File: config.mk
export PLATFORM = sky130hd
export DESIGN_NAME = updown_sweep_ctrl_flat
export DESIGN_NICKNAME = d
export VERILOG_FILES = /design/src/rtl/updown_sweep_ctrl_pkg.sv /design/src/rtl/updown_sweep_ctrl_if.sv /design/src/rtl/updown_sweep_ctrl_cnt.sv /design/src/rtl/updown_sweep_ctrl.sv /design/src/flat_wrapper.sv
export SDC_FILE = /design/constraint.sdc
export NUM_CORES = 1
export LEC_CHECK = 0
export CORE_MARGIN = 1.5
export CORE_UTILIZATION = 49
export DETAILED_ROUTE_END_ITERATION = 7
export HOLD_SLACK_MARGIN = 0.06
export PLACE_DENSITY = 0.77
export SETUP_SLACK_MARGIN = 0.05
export SKIP_CTS_REPAIR_TIMING = 1
export SYNTH_ARGS = -nofsm -noshare
export SYNTH_HDL_FRONTEND = slang
export SYNTH_SLANG_ARGS = --single-unit
File: constraint.sdc
create_clock -name clk -period 2.71 [get_ports clk]
set_input_delay 0.542 -clock clk [delete_from_list [all_inputs] [get_ports clk]]
set_output_delay 0.542 -clock clk [all_outputs]
set_load 0.02 [all_outputs]
File: src/rtl/updown_sweep_ctrl_pkg.sv
// Shared types for the up/down triangle sweep controller.
// State encoding and default datapath widths.
package updown_sweep_ctrl_pkg;
  localparam int DEF_WIDTH  = 4;
  localparam int DEF_PCNT_W = 8;

  typedef enum logic [1:0] {
    IDLE = 2'd0,
    UP   = 2'd1,
    DOWN = 2'd2,
    DONE = 2'd3
  } state_t;
endpackage

File: src/rtl/updown_sweep_ctrl_if.sv
// Host/config and count-output bundle for the sweep controller.
// The master drives config, the slave returns count and status.
interface updown_sweep_ctrl_if
  import updown_sweep_ctrl_pkg::*;
#(
  parameter int WIDTH  = DEF_WIDTH,
  parameter int PCNT_W = DEF_PCNT_W
);
  logic              start;
  logic              abort;
  logic [WIDTH-1:0]  lo;
  logic [WIDTH-1:0]  hi;
  logic [PCNT_W-1:0] periods;
  logic [WIDTH-1:0]  q;
  logic              mode;
  logic              busy;
  logic              done;
  logic              err;
  logic              aborted;

  modport master (
    output start, abort, lo, hi, periods,
    input  q, mode, busy, done, err, aborted
  );

  modport slave (
    input  start, abort, lo, hi, periods,
    output q, mode, busy, done, err, aborted
  );
endinterface

File: src/rtl/updown_sweep_ctrl_cnt.sv
// Loadable up/down counter, synchronous reset to zero.
// Load has priority over counting.
module updown_cnt #(
  parameter int WIDTH = 4
) (
  input  logic             clk,
  input  logic             rst,
  input  logic             en,
  input  logic             load,
  input  logic [WIDTH-1:0] load_val,
  input  logic             mode,
  output logic [WIDTH-1:0] q
);
  always_ff @(posedge clk) begin
    if (rst)
      q <= '0;
    else if (load)
      q <= load_val;
    else if (en)
      q <= mode ? q + 1'b1 : q - 1'b1;
  end
endmodule

File: src/rtl/updown_sweep_ctrl.sv
// Triangle sweep sequencer: drives updown_cnt lo->hi->lo
// for a programmed number of periods, with abort and error pulses.
module updown_sweep_ctrl
  import updown_sweep_ctrl_pkg::*;
#(
  parameter int WIDTH  = DEF_WIDTH,
  parameter int PCNT_W = DEF_PCNT_W
) (
  input  logic                clk,
  input  logic                rst,
  updown_sweep_ctrl_if.slave  bus
);
  state_t state, state_n;

  logic [WIDTH-1:0]  lo_r, hi_r, q;
  logic [PCNT_W-1:0] per_r, pcnt, pcnt_n, pcnt_inc;
  logic              cfg_ld;
  logic              cnt_en, cnt_ld, cnt_mode;
  logic              err_n, abt_n;
  logic              mode_r, busy_r, done_r, err_r, abt_r;

  assign pcnt_inc = pcnt + 1'b1;

  updown_cnt #(.WIDTH(WIDTH)) u_cnt (
    .clk      (clk),
    .rst      (rst),
    .en       (cnt_en),
    .load     (cnt_ld),
    .load_val (bus.lo),
    .mode     (cnt_mode),
    .q        (q)
  );

  always_comb begin
    state_n  = state;
    pcnt_n   = pcnt;
    cfg_ld   = 1'b0;
    cnt_en   = 1'b0;
    cnt_ld   = 1'b0;
    cnt_mode = 1'b0;
    err_n    = 1'b0;
    abt_n    = 1'b0;
    unique case (state)
      IDLE: begin
        if (bus.start && !bus.abort) begin
          cfg_ld = 1'b1;
          if (bus.lo >= bus.hi || bus.periods == '0) begin
            err_n = 1'b1;
          end else begin
            cnt_ld  = 1'b1;
            pcnt_n  = '0;
            state_n = UP;
          end
        end
      end
      UP: begin
        if (bus.abort) begin
          abt_n   = 1'b1;
          state_n = IDLE;
        end else if (q == hi_r) begin
          cnt_en  = 1'b1;
          state_n = DOWN;
        end else begin
          cnt_en   = 1'b1;
          cnt_mode = 1'b1;
        end
      end
      DOWN: begin
        if (bus.abort) begin
          abt_n   = 1'b1;
          state_n = IDLE;
        end else if (q == lo_r) begin
          pcnt_n = pcnt_inc;
          // Final period ends with q parked at lo.
          if (pcnt_inc == per_r) begin
            state_n = DONE;
          end else begin
            cnt_en   = 1'b1;
            cnt_mode = 1'b1;
            state_n  = UP;
          end
        end else begin
          cnt_en = 1'b1;
        end
      end
      DONE: state_n = IDLE;
      default: state_n = IDLE;
    endcase
  end

  always_ff @(posedge clk) begin
    if (rst) begin
      state  <= IDLE;
      pcnt   <= '0;
      lo_r   <= '0;
      hi_r   <= '0;
      per_r  <= '0;
      mode_r <= 1'b0;
      busy_r <= 1'b0;
      done_r <= 1'b0;
      err_r  <= 1'b0;
      abt_r  <= 1'b0;
    end else begin
      state  <= state_n;
      pcnt   <= pcnt_n;
      if (cfg_ld) begin
        lo_r  <= bus.lo;
        hi_r  <= bus.hi;
        per_r <= bus.periods;
      end
      mode_r <= (state_n == UP);
      busy_r <= (state_n == UP) || (state_n == DOWN);
      done_r <= (state_n == DONE);
      err_r  <= err_n;
      abt_r  <= abt_n;
    end
  end

  assign bus.q       = q;
  assign bus.mode    = mode_r;
  assign bus.busy    = busy_r;
  assign bus.done    = done_r;
  assign bus.err     = err_r;
  assign bus.aborted = abt_r;
endmodule

File: src/flat_wrapper.sv
// flat-port wrapper written by rule: the top's interface ports become plain ports
module updown_sweep_ctrl_flat import updown_sweep_ctrl_pkg::*;
#(
  parameter int WIDTH  = DEF_WIDTH,
  parameter int PCNT_W = DEF_PCNT_W
)
  (clk, rst, bus_start, bus_abort, bus_lo, bus_hi, bus_periods, bus_q, bus_mode, bus_busy, bus_done, bus_err, bus_aborted);
  updown_sweep_ctrl_if #(.WIDTH(WIDTH), .PCNT_W(PCNT_W)) bus_i ();
  input  logic clk;
  input  logic rst;
  input wire logic [$bits(bus_i.start)-1:0] bus_start;
  input wire logic [$bits(bus_i.abort)-1:0] bus_abort;
  input wire logic [$bits(bus_i.lo)-1:0] bus_lo;
  input wire logic [$bits(bus_i.hi)-1:0] bus_hi;
  input wire logic [$bits(bus_i.periods)-1:0] bus_periods;
  output wire logic [$bits(bus_i.q)-1:0] bus_q;
  output wire logic [$bits(bus_i.mode)-1:0] bus_mode;
  output wire logic [$bits(bus_i.busy)-1:0] bus_busy;
  output wire logic [$bits(bus_i.done)-1:0] bus_done;
  output wire logic [$bits(bus_i.err)-1:0] bus_err;
  output wire logic [$bits(bus_i.aborted)-1:0] bus_aborted;
  assign bus_i.start = bus_start;
  assign bus_i.abort = bus_abort;
  assign bus_i.lo = bus_lo;
  assign bus_i.hi = bus_hi;
  assign bus_i.periods = bus_periods;
  assign bus_q = bus_i.q;
  assign bus_mode = bus_i.mode;
  assign bus_busy = bus_i.busy;
  assign bus_done = bus_i.done;
  assign bus_err = bus_i.err;
  assign bus_aborted = bus_i.aborted;
  updown_sweep_ctrl #(.WIDTH(WIDTH), .PCNT_W(PCNT_W)) u_core (.clk(clk), .rst(rst), .bus(bus_i));
endmodule
* Word-level counts from Yosys, hierarchy flattened
Cells that the tools add are included.
** Word-level totals
- Input port bits :: 20
- Flip-flop bits (word level) :: 35
** Operators by class
- Eq/ne operators :: 13
- Multiplexer cells :: 33
- $add $sub $neg :: 3
- Order comparisons :: 1
- Reductions and logical operators :: 12
- Bitwise logic cells :: 3
** Operators with widths (number)
- $mux 8 :: 4
- $pmux 8 s2 :: 1
- $mux 1 :: 15
- $mux 2 :: 7
- $mux 4 :: 3
- $add 8x1->8 const B :: 1
- $eq 2x2->1 const B :: 4
- $eq 4x4->1 :: 2
- $eq 8x8->1 :: 1
- $logic_not 8->1 :: 1
- $pmux 2 s4 :: 1
- $reduce_and 5->1 :: 1
- $add 4x1->4 const B :: 1
- $eq 2x1->1 const B :: 2
- $ge 4x4->1 :: 1
- $ne 2x1->1 const B :: 2
- $ne 2x2->1 const B :: 2
- $pmux 1 s2 :: 2
- $reduce_bool 2->1 :: 2
- $reduce_or 2->1 :: 2
- $sub 4x1->4 const B :: 1
- $not 1->1 :: 3
- $reduce_or 3->1 :: 1
- $logic_not 2->1 :: 1
- 3 further kinds :: 4

* Depth between registers and ports, before layout
- Depth in word-level cells :: 9
- Gate-level depth with buffers :: 14
- Depth with buffers taken out :: 14

* By module
Synthesis repeated with hierarchy kept, for this count alone.
** Unflattened totals
- Cells, all modules :: 261
- Area total of the unflattened synthesis :: 2215.9 um2
** By module, submodules not included
- updown_sweep_ctrl :: cells an instance 231, seq. area each 620.6 um2, area an instance 1920.6 um2, times used 1
- updown_cnt :: cells an instance 30, seq. area each 80.1 um2, area an instance 295.3 um2, times used 1

* Worst setup path before layout
OpenSTA, ideal clock, no wires.
- Path type :: register -> register
- Start point :: register u_core.pcnt[2]
- End point :: register u_core.u_cnt.q[3]
- Stages on the path, launching flop included :: 14
- Arrival :: 2.924 ns
- Setup time :: 0.070 ns
- Data required time :: 2.640 ns
- Setup slack :: -0.284 ns
- Buffers on the path :: 0
- Cells stage by stage :: dfxtp_1 and4_4 a21boi_2 or4_1 a211oi_2 o31ai_2 nand2_1 ha_1 a21o_1 a21oi_1 xnor2_1 and2b_1 mux2_4 a21oi_1
** Between the ends
- Word-level cells in the longest chain between the ends :: 9
- Elaborated cells on any way between the ends :: 13
- Those cells by class :: 1 x add/sub; 1 x eq/ne; 10 x mux; 1 x reduce/logical
** Ends and longest elaborated chain
- from (decl) :: RTL line updown_sweep_ctrl.sv:16 : logic [PCNT_W-1:0] per_r, pcnt, pcnt_n, pcnt_inc;
- from (signal assigned) :: RTL line updown_sweep_ctrl.sv:105 : pcnt <= pcnt_n;
- $add 8x1->8 * :: RTL line updown_sweep_ctrl.sv:22 : assign pcnt_inc = pcnt + 1'b1;
- $eq 8x8->1 * :: RTL line updown_sweep_ctrl.sv:75 : if (pcnt_inc == per_r) begin
- $mux 1 * :: RTL line updown_sweep_ctrl.sv:75
- $mux 1 :: RTL line updown_sweep_ctrl.sv:72 : end else if (q == lo_r) begin
- $mux 1 :: RTL line updown_sweep_ctrl.sv:69 : if (bus.abort) begin
- $pmux 1 s2 :: RTL line updown_sweep_ctrl.sv:43 : unique case (state)
- $mux 4 :: RTL line updown_sweep_ctrl_cnt.sv:20 : q <= mode ? q + 1'b1 : q - 1'b1;
- $mux 4 :: RTL line updown_sweep_ctrl_cnt.sv:19 : else if (en)
- $mux 4 :: RTL line updown_sweep_ctrl_cnt.sv:17 : else if (load)
- to (signal assigned) :: RTL line updown_sweep_ctrl_cnt.sv:18 : q <= load_val;
- to (signal assigned) :: RTL line updown_sweep_ctrl_cnt.sv:20
- to (decl) :: RTL line updown_sweep_ctrl_cnt.sv:12 : output logic [WIDTH-1:0] q
Every way passes the cells marked *; elsewhere a longest branch is shown, timed or not. The select of a mux whose other input is x is not followed.
A chain may end at the register's enable or synchronous reset.

* Worst setup path in the final report
- Start point :: register u_core.pcnt[0]
- End point :: register u_core.u_cnt.q[3]
The elaborated chain is that of the path after synthesis.

==> results.tsv <==
stage	metric	value	unit
logic_synthesis	Post-synth EDFFs	0	
placed_design	GPL Wtd Cong	0.852	
cts	clock buffer count from CTS	5	
outcome	status	finished, violations left	
power	combinational power share	20.5	%
cts	CTS Sinks	35	
power	Net Sw Frac	26.0	%
logic_synthesis	synth warn	0	
timing	Tcrit/Tclk final	112	%
global_route	vias in the first global route	1960	
logic_synthesis	Post-Synthesis Cells	255	
final_layout	commonest non-fill, non-tap cell in the layout	nand2_1	
critical_path	Worst Path Required	2.94	ns
routing	DRC viols	0	
cts	clk slew on worst S/H paths	0.07	ns
global_route	initial antenna violation count	0	
logic_synthesis	Synth cell types	52	
cts	worst-case clock buffer depth	2	
logic_synthesis	fraction of registers with async set/reset	0	%
cts	Worst-Skew Late Latency	0.29	ns
timing	final worst slack	-0.313	ns
final_layout	most frequent cells in the layout	nand2_1 (40), buf_4 (37), dfxtp_1 (30)	
placed_design	DP Cell Count	358	
die	core area	0.00406	mm²
cts	H-tree depth	2	
cts	CTS tree	yes	
final_layout	Post-Layout Cell Count	370	
critical_path	crit path DAT	3.26	ns
power	Leak	1.19	nW
placed_design	# port buffers	28	
timing	RSZ-0062 raised after global routing	yes	
logic_synthesis	Main synth FF type	dfxtp_1	
final_layout	area delta synth->final	42.5	%
timing	Max Freq	0.331	GHz
critical_path	startpoint types	flip-flop	
critical_path	Crit Path Class	reg2reg	
routing	routed wire length	5660	µm
timing	min Tclk post-route	3.02	ns
timing	Hold Violations, Final	0	
final_layout	Filler cells	291	
timing	setup violators final	2	
final_layout	final core utilization	73.7	%
logic_synthesis	Mapped Area	0.00210	mm²
flow_run	Max-cap violations	0	
power	pwr dens	472	mW/mm²
final_layout	layout cell share with drive strength beyond 1	26.3	%
routing	drt first pass iters	4	
global_route	first-pass GRT wire length	8740	µm
final_layout	n_diodes	0	
outcome	failing checks	setup timing	
power	Reg power frac	39.1	%
logic_synthesis	#FFs+latches synth	35	
routing	Routed Antenna Nets	0	
die	Die Span Y	68.4	µm
routing	Iter 0 DRT Violations	109	
global_route	largest net degree at the start of global routing	19	
logic_synthesis	sequential share of the synthesized area	33.4	%
die	num rows	23	
timing	Worst-Margin Slew	0.683	ns
power	internal power	1.04	mW
power	Clk pwr share	40.4	%
timing	Max Slew Vio Count	0	
cts	Clock Root Buffer	clkbuf_8	
logic_synthesis	Net Count, Synth	289	
routing	via count	2076	
die	Die Width	68.4	µm
timing	Worst Skew	0.00298	ns
placed_design	Detailed Place HPWL	3730	µm
critical_path	Crit. End Element	flip-flop	
global_route	grt total ovfl	0	
die	Top-Level Pins	29	
global_route	gr usage total	25.1	%
die	Die ar.	0.00468	mm²
final_layout	Post-layout nets	353	
power	Peak VDD IR	0.000299	V
routing	drt wl/cell	15.3	µm
min_path	Hold Crit Class	reg2reg	
routing	vias per cell	5.61	
critical_path	worst-path fanout max	4	
die	initial core utilization	51.7	%
power	Psw	0.367	mW
timing	slew margin rel.	54.3	%
logic_synthesis	Syn Area/Cell	8.22	µm²
[cells by family (layout without fill, tap and decap cells)]
| group | count (synthesis) | count (layout) | share of synthesized area [%] |
|---|---|---|---|
| buffers and inverters | 22 | 87 | 4.30 |
| adder cells (fa/ha/maj) | 14 | 14 | 8.71 |
| XOR/XNOR | 19 | 19 | 7.94 |
| multiplexers | 2 | 2 | 1.19 |
| flip-flops | 35 | 35 | 33.4 |
| AO/OA/AOI/OAI | 67 | 67 | 20.9 |
| AND/OR/NAND/NOR | 96 | 96 | 23.5 |
[power groups by stage]
stage | logic (mW) | registers [mW] | clock network [mW]
after floorplan | 0.140 | 0.570 | 0
after global placement | 0.252 | 0.563 | 0
after detailed placement | 0.257 | 0.563 | 0
after CTS | 0.263 | 0.551 | 0.572
after global routing | 0.316 | 0.553 | 0.593
final | 0.289 | 0.550 | 0.570
[critical path: stages, from the launching register on]
cell	delay (ns)
dfxtp_4	0.38
and4_4	0.23
a21boi_2	0.06
or4_4	0.53
a211oi_4	0.33
o31ai_4	0.09
nand2_2	0.11
ha_1	0.24
a21o_1	0.17
a21oi_2	0.18
xnor2_2	0.09
and2b_1	0.17
mux2_4	0.27
a21oi_2	0.11
[metal layers]
metal | vias to the layer above | global-route usage [%] | wire length [µm]
li1 | 1024 | - | -
met1 | 982 | 31.0 | 2480
met2 | 56 | 41.2 | 2810
met3 | 14 | 5.26 | 259
met4 | 0 | 11.8 | 116
met5 | - | 0 | 0
[final timing paths]
check                                                  from                        endpoint  slack, ns  cells after the start
worst max-delay path            u_core.pcnt[0]$_SDFFE_PP0P_  u_core.u_cnt.q[3]$_SDFFE_PP0P_      -0.31                     13
worst min-delay path            u_core.hi_r[3]$_SDFFE_PP0P_     u_core.hi_r[3]$_SDFFE_PP0P_       0.47                      2
worst max register to register  u_core.pcnt[0]$_SDFFE_PP0P_  u_core.u_cnt.q[3]$_SDFFE_PP0P_      -0.31                     13
worst min register to register  u_core.hi_r[3]$_SDFFE_PP0P_     u_core.hi_r[3]$_SDFFE_PP0P_       0.47                      2
[synth_stat cells (all sizes together) (2+ instances only)]
cell	count	area, µm²
nand2	41	154
nand3	3	15.0
o22ai	3	18.8
and4	2	21.3
a211oi	5	55.1
or4	4	30.0
buf	2	15.0
xnor2	15	131
nand4	4	25.0
ha	13	163
nor2b	11	68.8
a21oi	29	149
and2	4	26.3
o21ai	11	55.1
nor3	3	15.0
clkbuf	7	26.3
xor2	4	35.0
inv	13	48.8
nor2	9	33.8
and3	2	12.5
o31ai	6	50.1
a21o	4	30.0
o211ai	2	15.0
dfxtp	35	701
nand2b	3	18.8
nor4	2	12.5
[layout make-up]
cell class | instances | area [µm²] | area share [%]
Clock buffer | 5 | 68.8 | 2.30
Clock inverter | 3 | 67.6 | 2.26
Inverter | 13 | 48.8 | 1.63
Multi-Input combinational cell | 198 | 1450 | 48.6
Sequential cell | 35 | 712 | 23.8
Tap cell | 50 | 62.6 | 2.09
Timing Repair Buffer | 66 | 577 | 19.3
[stage by stage]
| step | hold WS, ns | total power, mW | setup WS [ns] | area, µm² | setup TNS (ns) |
|---|---|---|---|---|---|
| 2_1_floorplan | 0.446 | 0.710 | -0.190 | 2110 | -0.190 |
| 3_3_place_gp | 0.457 | 0.815 | -0.319 | 2670 | -3.02 |
| 3_5_place_dp | 0.463 | 0.821 | -0.367 | 2670 | -3.50 |
| 4_1_cts | 0.473 | 1.39 | -0.384 | 2800 | -0.818 |
| 5_1_grt | 0.491 | 1.46 | -0.423 | 2990 | -0.598 |
| 6_report | 0.473 | 1.41 | -0.313 | 2990 | -0.413 |
[sequential cells by signal, indices dropped and copies added (netlist names)]
name / count
u_core.pcnt: 8
u_core.per_r: 8
u_core.hi_r: 4
u_core.lo_r: 4
u_core.u_cnt.q: 4
u_core.state: 2
u_core.bus.aborted: 1
u_core.bus.busy: 1
u_core.bus.done: 1
u_core.bus.err: 1
u_core.bus.mode: 1
No activity file was read; power rests on OpenSTA's default activity.
